[src/rtl/mem_access_ctrl.sv]
// MEM-stage load/store controller: drives a req/gnt/rvalid data-RAM port and the
// mem_busy / mem_stop_end stall handshake, with byte-lane steering and a watchdog.
module mem_access_ctrl #(
  parameter int unsigned ADDR_W  = 32,
  parameter int unsigned TIMEOUT = 15
) (
  input  logic              clk,
  input  logic              rst,
  input  logic              mem_op_valid,
  input  logic [2:0]        mem_op,
  input  logic [ADDR_W-1:0] mem_addr,
  input  logic [31:0]       mem_wdata,
  input  logic [4:0]        mem_rd,
  output logic              ram_req,
  output logic              ram_we,
  output logic [3:0]        ram_be,
  output logic [ADDR_W-1:0] ram_addr,
  output logic [31:0]       ram_wdata,
  input  logic              ram_gnt,
  input  logic              ram_rvalid,
  input  logic [31:0]       ram_rdata,
  output logic              mem_busy,
  output logic              mem_stop_end,
  output logic [31:0]       load_data,
  output logic [4:0]        load_rd,
  output logic              load_wen,
  output logic              misalign_err,
  output logic              timeout_err
);

  localparam logic [2:0] OP_LW  = 3'd0;
  localparam logic [2:0] OP_LB  = 3'd1;
  localparam logic [2:0] OP_LBU = 3'd2;
  localparam logic [2:0] OP_SW  = 3'd3;
  localparam logic [2:0] OP_SB  = 3'd4;

  typedef enum logic [1:0] {S_IDLE, S_REQ, S_WAIT, S_DONE} state_t;

  state_t            state, state_d;
  logic [2:0]        op_q;
  logic [ADDR_W-1:0] addr_q;
  logic [31:0]       wdata_q;
  logic [4:0]        rd_q;
  logic [7:0]        wdog;
  logic              mis_q, tmo_q, wen_q;
  logic [31:0]       load_data_q;
  logic [4:0]        load_rd_q;

  logic              accept, mis_in, is_load_q, wdog_exp;
  logic              capture, abort;
  logic [7:0]        rbyte;
  logic [31:0]       load_ext;

  assign accept    = (state == S_IDLE) && mem_op_valid && (mem_op <= OP_SB);
  assign mis_in    = ((mem_op == OP_LW) || (mem_op == OP_SW)) && (mem_addr[1:0] != 2'b00);
  assign is_load_q = (op_q == OP_LW) || (op_q == OP_LB) || (op_q == OP_LBU);
  assign wdog_exp  = (wdog == 8'(TIMEOUT - 1));

  // A genuine completion in the last allowed cycle wins over the watchdog abort.
  always_comb begin
    state_d = state;
    capture = 1'b0;
    abort   = 1'b0;
    case (state)
      S_IDLE: if (accept) state_d = mis_in ? S_DONE : S_REQ;
      S_REQ: begin
        if (ram_gnt) begin
          if (!is_load_q) begin
            state_d = S_DONE;
          end else if (ram_rvalid) begin
            state_d = S_DONE;
            capture = 1'b1;
          end else begin
            state_d = S_WAIT;
          end
        end
        if (state_d != S_DONE && wdog_exp) begin
          state_d = S_DONE;
          abort   = 1'b1;
        end
      end
      S_WAIT: begin
        if (ram_rvalid) begin
          state_d = S_DONE;
          capture = 1'b1;
        end else if (wdog_exp) begin
          state_d = S_DONE;
          abort   = 1'b1;
        end
      end
      S_DONE:  state_d = S_IDLE;
      default: state_d = S_IDLE;
    endcase
  end

  always_comb begin
    rbyte = ram_rdata[7:0];
    case (addr_q[1:0])
      2'd1:    rbyte = ram_rdata[15:8];
      2'd2:    rbyte = ram_rdata[23:16];
      2'd3:    rbyte = ram_rdata[31:24];
      default: rbyte = ram_rdata[7:0];
    endcase
    case (op_q)
      OP_LB:   load_ext = {{24{rbyte[7]}}, rbyte};
      OP_LBU:  load_ext = {24'd0, rbyte};
      default: load_ext = ram_rdata;
    endcase
  end

  always_ff @(posedge clk) begin
    if (rst) begin
      state       <= S_IDLE;
      op_q        <= '0;
      addr_q      <= '0;
      wdata_q     <= '0;
      rd_q        <= '0;
      wdog        <= '0;
      mis_q       <= 1'b0;
      tmo_q       <= 1'b0;
      wen_q       <= 1'b0;
      load_data_q <= '0;
      load_rd_q   <= '0;
    end else begin
      state <= state_d;
      if (accept) begin
        op_q    <= mem_op;
        addr_q  <= mem_addr;
        wdata_q <= mem_wdata;
        rd_q    <= mem_rd;
        wdog    <= '0;
        mis_q   <= mis_in;
        tmo_q   <= 1'b0;
        wen_q   <= 1'b0;
      end
      if (state == S_REQ || state == S_WAIT) wdog <= wdog + 8'd1;
      if (abort) begin
        tmo_q <= 1'b1;
        if (is_load_q) load_data_q <= '0;
      end
      if (capture) begin
        load_data_q <= load_ext;
        load_rd_q   <= rd_q;
        wen_q       <= 1'b1;
      end
    end
  end

  always_comb begin
    ram_req   = (state == S_REQ);
    ram_we    = 1'b0;
    ram_be    = '0;
    ram_addr  = '0;
    ram_wdata = '0;
    if (ram_req) begin
      ram_we   = (op_q == OP_SW) || (op_q == OP_SB);
      ram_addr = {addr_q[ADDR_W-1:2], 2'b00};
      case (op_q)
        OP_SB: begin
          ram_be    = 4'b0001 << addr_q[1:0];
          ram_wdata = {4{wdata_q[7:0]}};
        end
        OP_SW: begin
          ram_be    = 4'hF;
          ram_wdata = wdata_q;
        end
        OP_LB, OP_LBU: ram_be = 4'b0001 << addr_q[1:0];
        default:       ram_be = 4'hF;
      endcase
    end
  end

  assign mem_busy     = accept || (state == S_REQ) || (state == S_WAIT);
  assign mem_stop_end = (state == S_DONE);
  assign load_wen     = (state == S_DONE) && wen_q;
  assign misalign_err = (state == S_DONE) && mis_q;
  assign timeout_err  = (state == S_DONE) && tmo_q;
  assign load_data    = load_data_q;
  assign load_rd      = load_rd_q;

endmodule

[config.mk]
export PLATFORM = sky130hd
export DESIGN_NAME = mem_access_ctrl
export DESIGN_NICKNAME = d
export VERILOG_FILES = /design/src/rtl/mem_access_ctrl.sv
export SDC_FILE = /design/constraint.sdc
export NUM_CORES = 1
export LEC_CHECK = 0
export CAP_MARGIN = 20
export CORE_MARGIN = 4
export CORE_UTILIZATION = 48
export CTS_CLUSTER_DIAMETER = 40
export CTS_CLUSTER_SIZE = 30
export DETAILED_ROUTE_END_ITERATION = 7
export GPL_ROUTABILITY_DRIVEN = 0
export HOLD_SLACK_MARGIN = 0.08
export PLACE_DENSITY = 0.82
export SYNTH_ARGS = -nofsm -noshare
export SYNTH_HDL_FRONTEND = slang
export SYNTH_SLANG_ARGS = --single-unit
[constraint.sdc]
create_clock -name clk -period 7.2 [get_ports clk]
set_clock_uncertainty 0.2 [all_clocks]
set_input_delay 1.44 -clock clk [delete_from_list [all_inputs] [get_ports clk]]
set_output_delay 1.44 -clock clk [all_outputs]
set_load 0.01 [all_outputs]
# == Word level (Yosys, flattened, before mapping) ==
# Index checks and enable logic that the tools add are counted.
# op_classes
n_reduce_logical,26
add_sub_neg,1
n_eq_ne,15
n_lt_le_gt_ge,1
muxes,34
n_shift,1
# op_table
operator,count
$mux 32,5
$pmux 32 s2,2
$pmux 8 s3,1
$mux 8,2
$mux 2,7
$mux 1,12
$reduce_bool 2->1,6
$eq 3x2->1 const B,3
$add 8x1->8 const B,1
$eq 2x2->1 const B,4
$eq 8x4->1 const B,1
$mux 4,2
$pmux 2 s4,1
$logic_and 1x1->1,7
$logic_or 1x1->1,7
$logic_not 3->1,2
$eq 2x1->1 const B,2
$ne 2x2->1 const B,2
$pmux 1 s2,2
$reduce_and 2->1,2
$shl 1x2->4 const A,1
$eq 3x1->1 const B,1
$eq 3x3->1 const B,1
$le 3x3->1 const B,1
other kinds (3),3
# word_totals
word_cells,89
inputBits,109
ff_bits,122
out_inout_bits,112

# == Longest topological paths before layout ==
# Gate-level depths: netlist of run 1.
# logic_depth
depth_word,12
depth_mapped,11
ltp_nobuf,7

# == Worst setup path before layout of run 1 ==
# Ideal clock, no wire load.
# synth_timing
path_kind,input -> output
start,input mem_op[0]
end,output mem_busy
t_required_ns,5.560
t_arrival_ns,2.260
stages,4
path_slack_ns,3.300
cell_sequence,o21ai_0 and3_1 clkbuf_1 or3_1
# synth_between
elab_chain_cells,4
# synth_rtl
item,line_no,source
start: declaration,10,"input logic [2:0] mem_op,"
$le 3x3->1,54,assign accept = (state == S_IDLE) && mem_op_valid && (mem_op <= OP_SB);
$logic_and 1x1->1,54,
$logic_or 1x1->1 (2 in a row),173,assign mem_busy = accept || (state == S_REQ) || (state == S_WAIT);
end: declaration,22,"output logic mem_busy,"
# No other way between the ends.

# == Worst setup path after layout of run 1 ==
# Same ends and word-level chain as after synthesis.

==> flow_metrics.env, run 1 <==
export IMPL_place_worst_setup_slack_ns=2.25
export IMPL_cp_end_kind="primary output"
export IMPL_ys_warn_count=0
export IMPL_p_leak_nw=3.01
export IMPL_fmax_mhz=200
export IMPL_cts_tree="built"
export IMPL_hold_path_class="reg2reg"
export IMPL_finalSetupViolCount=0
export IMPL_num_fill_cells=876
export IMPL_track_usage_pct=25.7
export IMPL_die_h_um=118
export IMPL_core_area_um2=11600
export IMPL_cts_resized=0
export IMPL_first_iter_violations=396
export IMPL_holdWs_ns=0.250
export IMPL_fin_setup_tns_ns=0
export IMPL_ant_nets=0
export IMPL_root_buffer="clkbuf_16"
export IMPL_clk_path_buf_depth=2
export IMPL_post_synth_top_count_cell="nand2_1"
export IMPL_die_area_um2=13900
export IMPL_maxCapViolations=0
export IMPL_total_power_mw=2.32
export IMPL_vias=5812
export IMPL_syn_area_per_cell_um2=7.97
export IMPL_cts_sinks=122
export IMPL_worst_slack_ns=2.19
export IMPL_drt_wl_total_um=18100
export IMPL_async_flop_share_pct=0
export IMPL_rsz0062_at_grt="no"
export IMPL_post_route_period_util_pct=69.6
export IMPL_relSlewSlack_pct=28.9
export IMPL_report_final_hold_viol_count=0
export IMPL_path_class="in2out"
export IMPL_period_minus_slack_ns=5.01
export IMPL_required_ns=5.56
export IMPL_slowest_stage="o21ai_0"
export IMPL_ys_top_cells_by_count="192 x nand2_1, 122 x dfxtp_1, 87 x a21oi_1, 55 x nor2_1, 42 x clkbuf_1"
export IMPL_status="finished, final reports clean"
export IMPL_portBuffers=218
export IMPL_synth_flop_cell="dfxtp_1"
export IMPL_power_density_nw_per_um2=271
export IMPL_synth_distinct_cells=51
export IMPL_cp_cell_sequence="clkdlybuf4s50_1 -> o21ai_0 -> and3_2 -> or3_1 -> clkdlybuf4s50_1"
export IMPL_syn2layout_area_growth_pct=47.5
export IMPL_io_pins=221
export IMPL_post_cts_buffers=0
export IMPL_wl_per_cell_um=17.0
export IMPL_grt_ovfl_total=0
export IMPL_peakVddDrop_mv=0.176
export IMPL_viasPerCell=5.45
export IMPL_grt_pass1_vias=5796
export IMPL_htree_levels=4
export IMPL_clock_latency_ns=0.41
export IMPL_die_w_um=118
export IMPL_cts_hold_buffers=0
export IMPL_drive_gt1_share_pct=8.33
export IMPL_crit_top_cell="clkdlybuf4s50_1"
export IMPL_yosys_area_top_type="dfxtp_1"
export IMPL_core_rowCount=39
export IMPL_dp_hpwl_um=12700
export IMPL_start_kind="primary input"
export IMPL_grt_max_degree=101
export IMPL_numCtsBuffers=17
export IMPL_cts_clk_slew_worst_paths_ns=0.05
export IMPL_syn_inst=727
export IMPL_multi_input_area_um2=3060
export IMPL_ff_latch_area_um2=2440
export IMPL_grt_pass1_wl_um=29000
export IMPL_synth_area_um2=5790
export IMPL_drc_errors=0
export IMPL_worstPathArrival_ns=3.37
export IMPL_maxSlewViolCount=0
export IMPL_yosysTopAreaCellShare_pct=42.2
export IMPL_netlist_top_cells_area="dfxtp_1 42%, nand2_1 12%, a21oi_1 7.5%"
export IMPL_num_nets_final=1028
export IMPL_crit_fanout=3
export IMPL_synth_edff_count=0
export IMPL_slowest_delay_ns=0.54
export IMPL_num_antenna_cells=0
export IMPL_synth_seq_cells=122
export IMPL_ys_seq_area_share_pct=42.2
export IMPL_antenna_found_initial=0
export IMPL_tightest_slew_ns=1.07
export IMPL_floorplan_initialDensity_pct=49.9
export IMPL_first_pass_iters=5
==> state kept, by name, indices dropped and copies added, names as in the netlist <==
signal and count:
op_q 3, mis_q 1, wen_q 1, load_data 32
wdog 8, wdata_q 32, tmo_q 1, addr_q 32
load_rd 5, state 2, rd_q 5
==> critical path: cells and delay by family <==
kind / cells / cell delay (ns)
buffers and inverters: 2 / 0.99
AND/OR/NAND/NOR: 2 / 0.39
AO/OA/AOI/OAI: 1 / 0.54
==> layout make-up <==
class	count	area share, %
clock buffers	20	5.46
clock inverters	11	1.70
inverters	7	0.308
multi-input cells	539	35.8
flip-flops and latches	122	28.6
well taps	143	2.09
repair buffers	225	26.1
==> per-stage QoR <==
stage                     area, µm²  cells  util (%)
after floorplan                5800    728         -
after global placement         7930   1036      68.3
after detailed placement       7930   1036      68.3
after CTS                      8540   1067      73.6
after global routing           8540   1067      73.6
final                          8540   1067      73.6
==> logic make-up (layout without fill, tap and decap cells) <==
kind of cell	count (synthesis)	in the layout	share of synthesized area, %
XOR/XNOR	3	3	0.583
adder cells (fa/ha/maj)	7	7	1.51
flip-flops	122	122	42.2
other	1	2	0.0647
buffers and inverters	67	263	5.40
AO/OA/AOI/OAI	177	177	21.9
multiplexers	16	16	3.02
AND/OR/NAND/NOR	334	334	25.3
==> routing by layer <==
layer  vias up  GRT usage [%]  wire [µm]
met5         -              0          0
met4         0           10.8        551
met3        36           10.4       1400
met2       227           42.4       8850
met1      2729           29.5       7340
li1       2820              -          -
==> layout by cell type (no fill, tap or decap), drive strengths merged, types with 3 or more instances in the layout <==
cell type / count
ha: 7
nand3b: 4
o2bb2ai: 24
a211oi: 4
bufinv: 3
nor3b: 3
clkinvlp: 6
dfxtp: 122
a31oi: 9
a21oi: 88
mux2i: 13
a21boi: 27
clkdlybuf4s50: 217
clkbuf: 20
and3: 5
o21ai: 5
nor2: 55
nor2b: 5
o2111ai: 7
buf: 8
and2: 42
nand3: 15
nand2: 192
nor3: 5
or2: 3
inv: 7
==> final timing paths <==
check                                from       endpoint  slack (ns)  cells past startpoint
worst min-delay path            addr_q[3]      addr_q[3]        0.25                      2
worst max-delay path            mem_op[0]       mem_busy        2.19                      5
worst max register to register   state[1]  load_data[25]        4.13                      7
worst min register to register  addr_q[3]      addr_q[3]        0.25                      2
==> report_power, final <==
part | leakage, nW | switching, mW | internal [mW] | total, mW
logic | 1.74 | 0.359 | 0.279 | 0.637
registers | 0.992 | 0.0607 | 0.753 | 0.814
clock network | 0.282 | 0.298 | 0.567 | 0.865
No activity file was read; power rests on OpenSTA's default activity.
==> inputs of run 2 (changes only) <==
CORE_UTILIZATION = 40   (was 48)
PLACE_DENSITY = 0.73   (was 0.82)
clock period = 4.5 ns   (was 7.2 ns; I/O delays follow)
==> flow_metrics.env, run 2 (same netlist as run 1, synthesis figures left out) <==
export IMPL_place_worst_setup_slack_ns=0.536
export IMPL_cp_end_kind="primary output"
export IMPL_r2r_end="load_data[26]"
export IMPL_r2r_start="state[0]"
export IMPL_cts_hold_buffers=0
export IMPL_grt_ovfl_total=0
export IMPL_first_iter_violations=266
export IMPL_tightest_slew_ns=0.825
export IMPL_drive_gt1_share_pct=8.43
export IMPL_period_minus_slack_ns=4.03
export IMPL_portBuffers=218
export IMPL_die_h_um=128
export IMPL_r2r_cells=7
export IMPL_hold_path_class="reg2reg"
export IMPL_grt_max_degree=78
export IMPL_fin_util_pct=61.4
export IMPL_crit_start="mem_op[0]"
export IMPL_required_ns=3.40
export IMPL_crit_fanout=3
export IMPL_power_density_nw_per_um2=438
export IMPL_cts_clk_slew_worst_paths_ns=0.06
export IMPL_wl_per_cell_um=16.0
export IMPL_maxCapViolations=0
export IMPL_track_usage_pct=21.3
export IMPL_power_frac_seq_pct=34.4
export IMPL_syn2layout_area_growth_pct=48.9
export IMPL_report_final_hold_viol_count=0
export IMPL_swShare_pct=30.7
export IMPL_num_nets_final=1028
export IMPL_floorplan_initialDensity_pct=41.2
export IMPL_cts_sinks=122
export IMPL_path_class="in2out"
export IMPL_clock_latency_ns=0.42
export IMPL_worstPathArrival_ns=2.93
export IMPL_cts_tree="built"
export IMPL_peakVddDrop_mv=0.303
export IMPL_final_cell_mix="217 x clkdlybuf4s50_1, 192 x nand2_1, 122 x dfxtp_1, 87 x a21oi_1, 55 x nor2_1"
export IMPL_htree_levels=4
export IMPL_cp_endpoint="mem_busy"
export IMPL_die_area_um2=16500
export IMPL_ant_nets=0
export IMPL_start_kind="primary input"
export IMPL_dp_hpwl_um=12200
export IMPL_clk_path_buf_depth=2
export IMPL_io_pins=221
export IMPL_intPower_mw=2.62
export IMPL_post_route_period_util_pct=89.6
export IMPL_final_common_cell="clkdlybuf4s50_1"
export IMPL_power_switching_mw=1.16
export IMPL_viasPerCell=5.11
export IMPL_post_cts_buffers=0
export IMPL_p_leak_nw=3.04
export IMPL_grt_pass1_wl_um=27700
export IMPL_power_frac_clock_pct=38.8
export IMPL_grt_pass1_vias=5342
export IMPL_numCtsBuffers=17
export IMPL_worst_slack_ns=0.469
export IMPL_antenna_found_initial=0
export IMPL_maxSlewViolCount=0
export IMPL_r2r_setup_slack_ns=1.62
export IMPL_root_buffer="clkbuf_16"
export IMPL_rsz0062_at_grt="no"
export IMPL_core_rowCount=43
export IMPL_fmax_mhz=248
export IMPL_status="finished, final reports clean"
export IMPL_combinationalPowerShare_pct=26.8
export IMPL_cts_resized=0
export IMPL_vias=5652
export IMPL_die_w_um=128
export IMPL_finalSetupViolCount=0
export IMPL_core_area_um2=14000
export IMPL_drc_errors=0
export IMPL_num_antenna_cells=0
export IMPL_relSlewSlack_pct=45.0
export IMPL_fin_setup_tns_ns=0
export IMPL_first_pass_iters=5
export IMPL_drt_wl_total_um=17700
-- run 2: cell type report --
| type | instances | area [µm²] |
|---|---|---|
| tap | 180 | 225 |
| inverter | 7 | 26.3 |
| multi-input combinational | 539 | 3060 |
| sequential | 122 | 2440 |
| clock inverter | 11 | 168 |
| fill | 1263 | 5420 |
| clock buffer | 21 | 470 |
| timing repair buffer | 225 | 2230 |
-- run 2: worst min-delay path by stage --
stage	startpoint	to	slack, ns	cells after the start
3_3_place_gp	addr_q[23]	addr_q[23]	0.24	2
6_report	addr_q[12]	addr_q[12]	0.25	2
3_5_place_dp	addr_q[27]	addr_q[27]	0.24	2
2_1_floorplan	addr_q[10]	addr_q[10]	0.23	2
5_1_grt	addr_q[24]	addr_q[24]	0.26	2
4_1_cts	addr_q[25]	addr_q[25]	0.25	2
-- run 2: critical path, cell delays in order --
cell	delay, ns
clkdlybuf4s50_1	0.47
o21ai_0	0.61
and3_2	0.30
or3_1	0.12
clkdlybuf4s50_1	0.53
-- run 2: metal layers --
metal / wire, µm / GRT usage, % / part of all wire, % / vias up
met5: 0 / 0 / 0 / -
met4: 514 / 9.43 / 2.9 / 0
met3: 1450 / 8.18 / 8.2 / 35
met2: 8120 / 32.4 / 46 / 191
met1: 7650 / 27.0 / 43 / 2595
li1: - / - / - / 2831
-- run 2: stage by stage --
| stage | total power, mW | std cells | hold slack [ns] | area [µm²] |
|---|---|---|---|---|
| 3_3_place_gp | 2.33 | 1073 | 0.237 | 7990 |
| 2_1_floorplan | 1.95 | 728 | 0.232 | 5800 |
| 3_5_place_dp | 2.34 | 1073 | 0.242 | 7990 |
| 6_report | 3.78 | 1105 | 0.246 | 8620 |
| 4_1_cts | 3.82 | 1105 | 0.250 | 8620 |
| 5_1_grt | 3.98 | 1105 | 0.262 | 8620 |
-- run 2: power by group through the flow --
| stage | Sequential, mW | Combinational, mW | Clock, mW |
|---|---|---|---|
| 5_1_grt | 1.32 | 1.12 | 1.54 |
| 6_report | 1.30 | 1.01 | 1.47 |
| 4_1_cts | 1.30 | 1.02 | 1.49 |
| 3_3_place_gp | 1.32 | 1.01 | 0 |
| 3_5_place_dp | 1.32 | 1.02 | 0 |
| 2_1_floorplan | 1.30 | 0.656 | 0 |
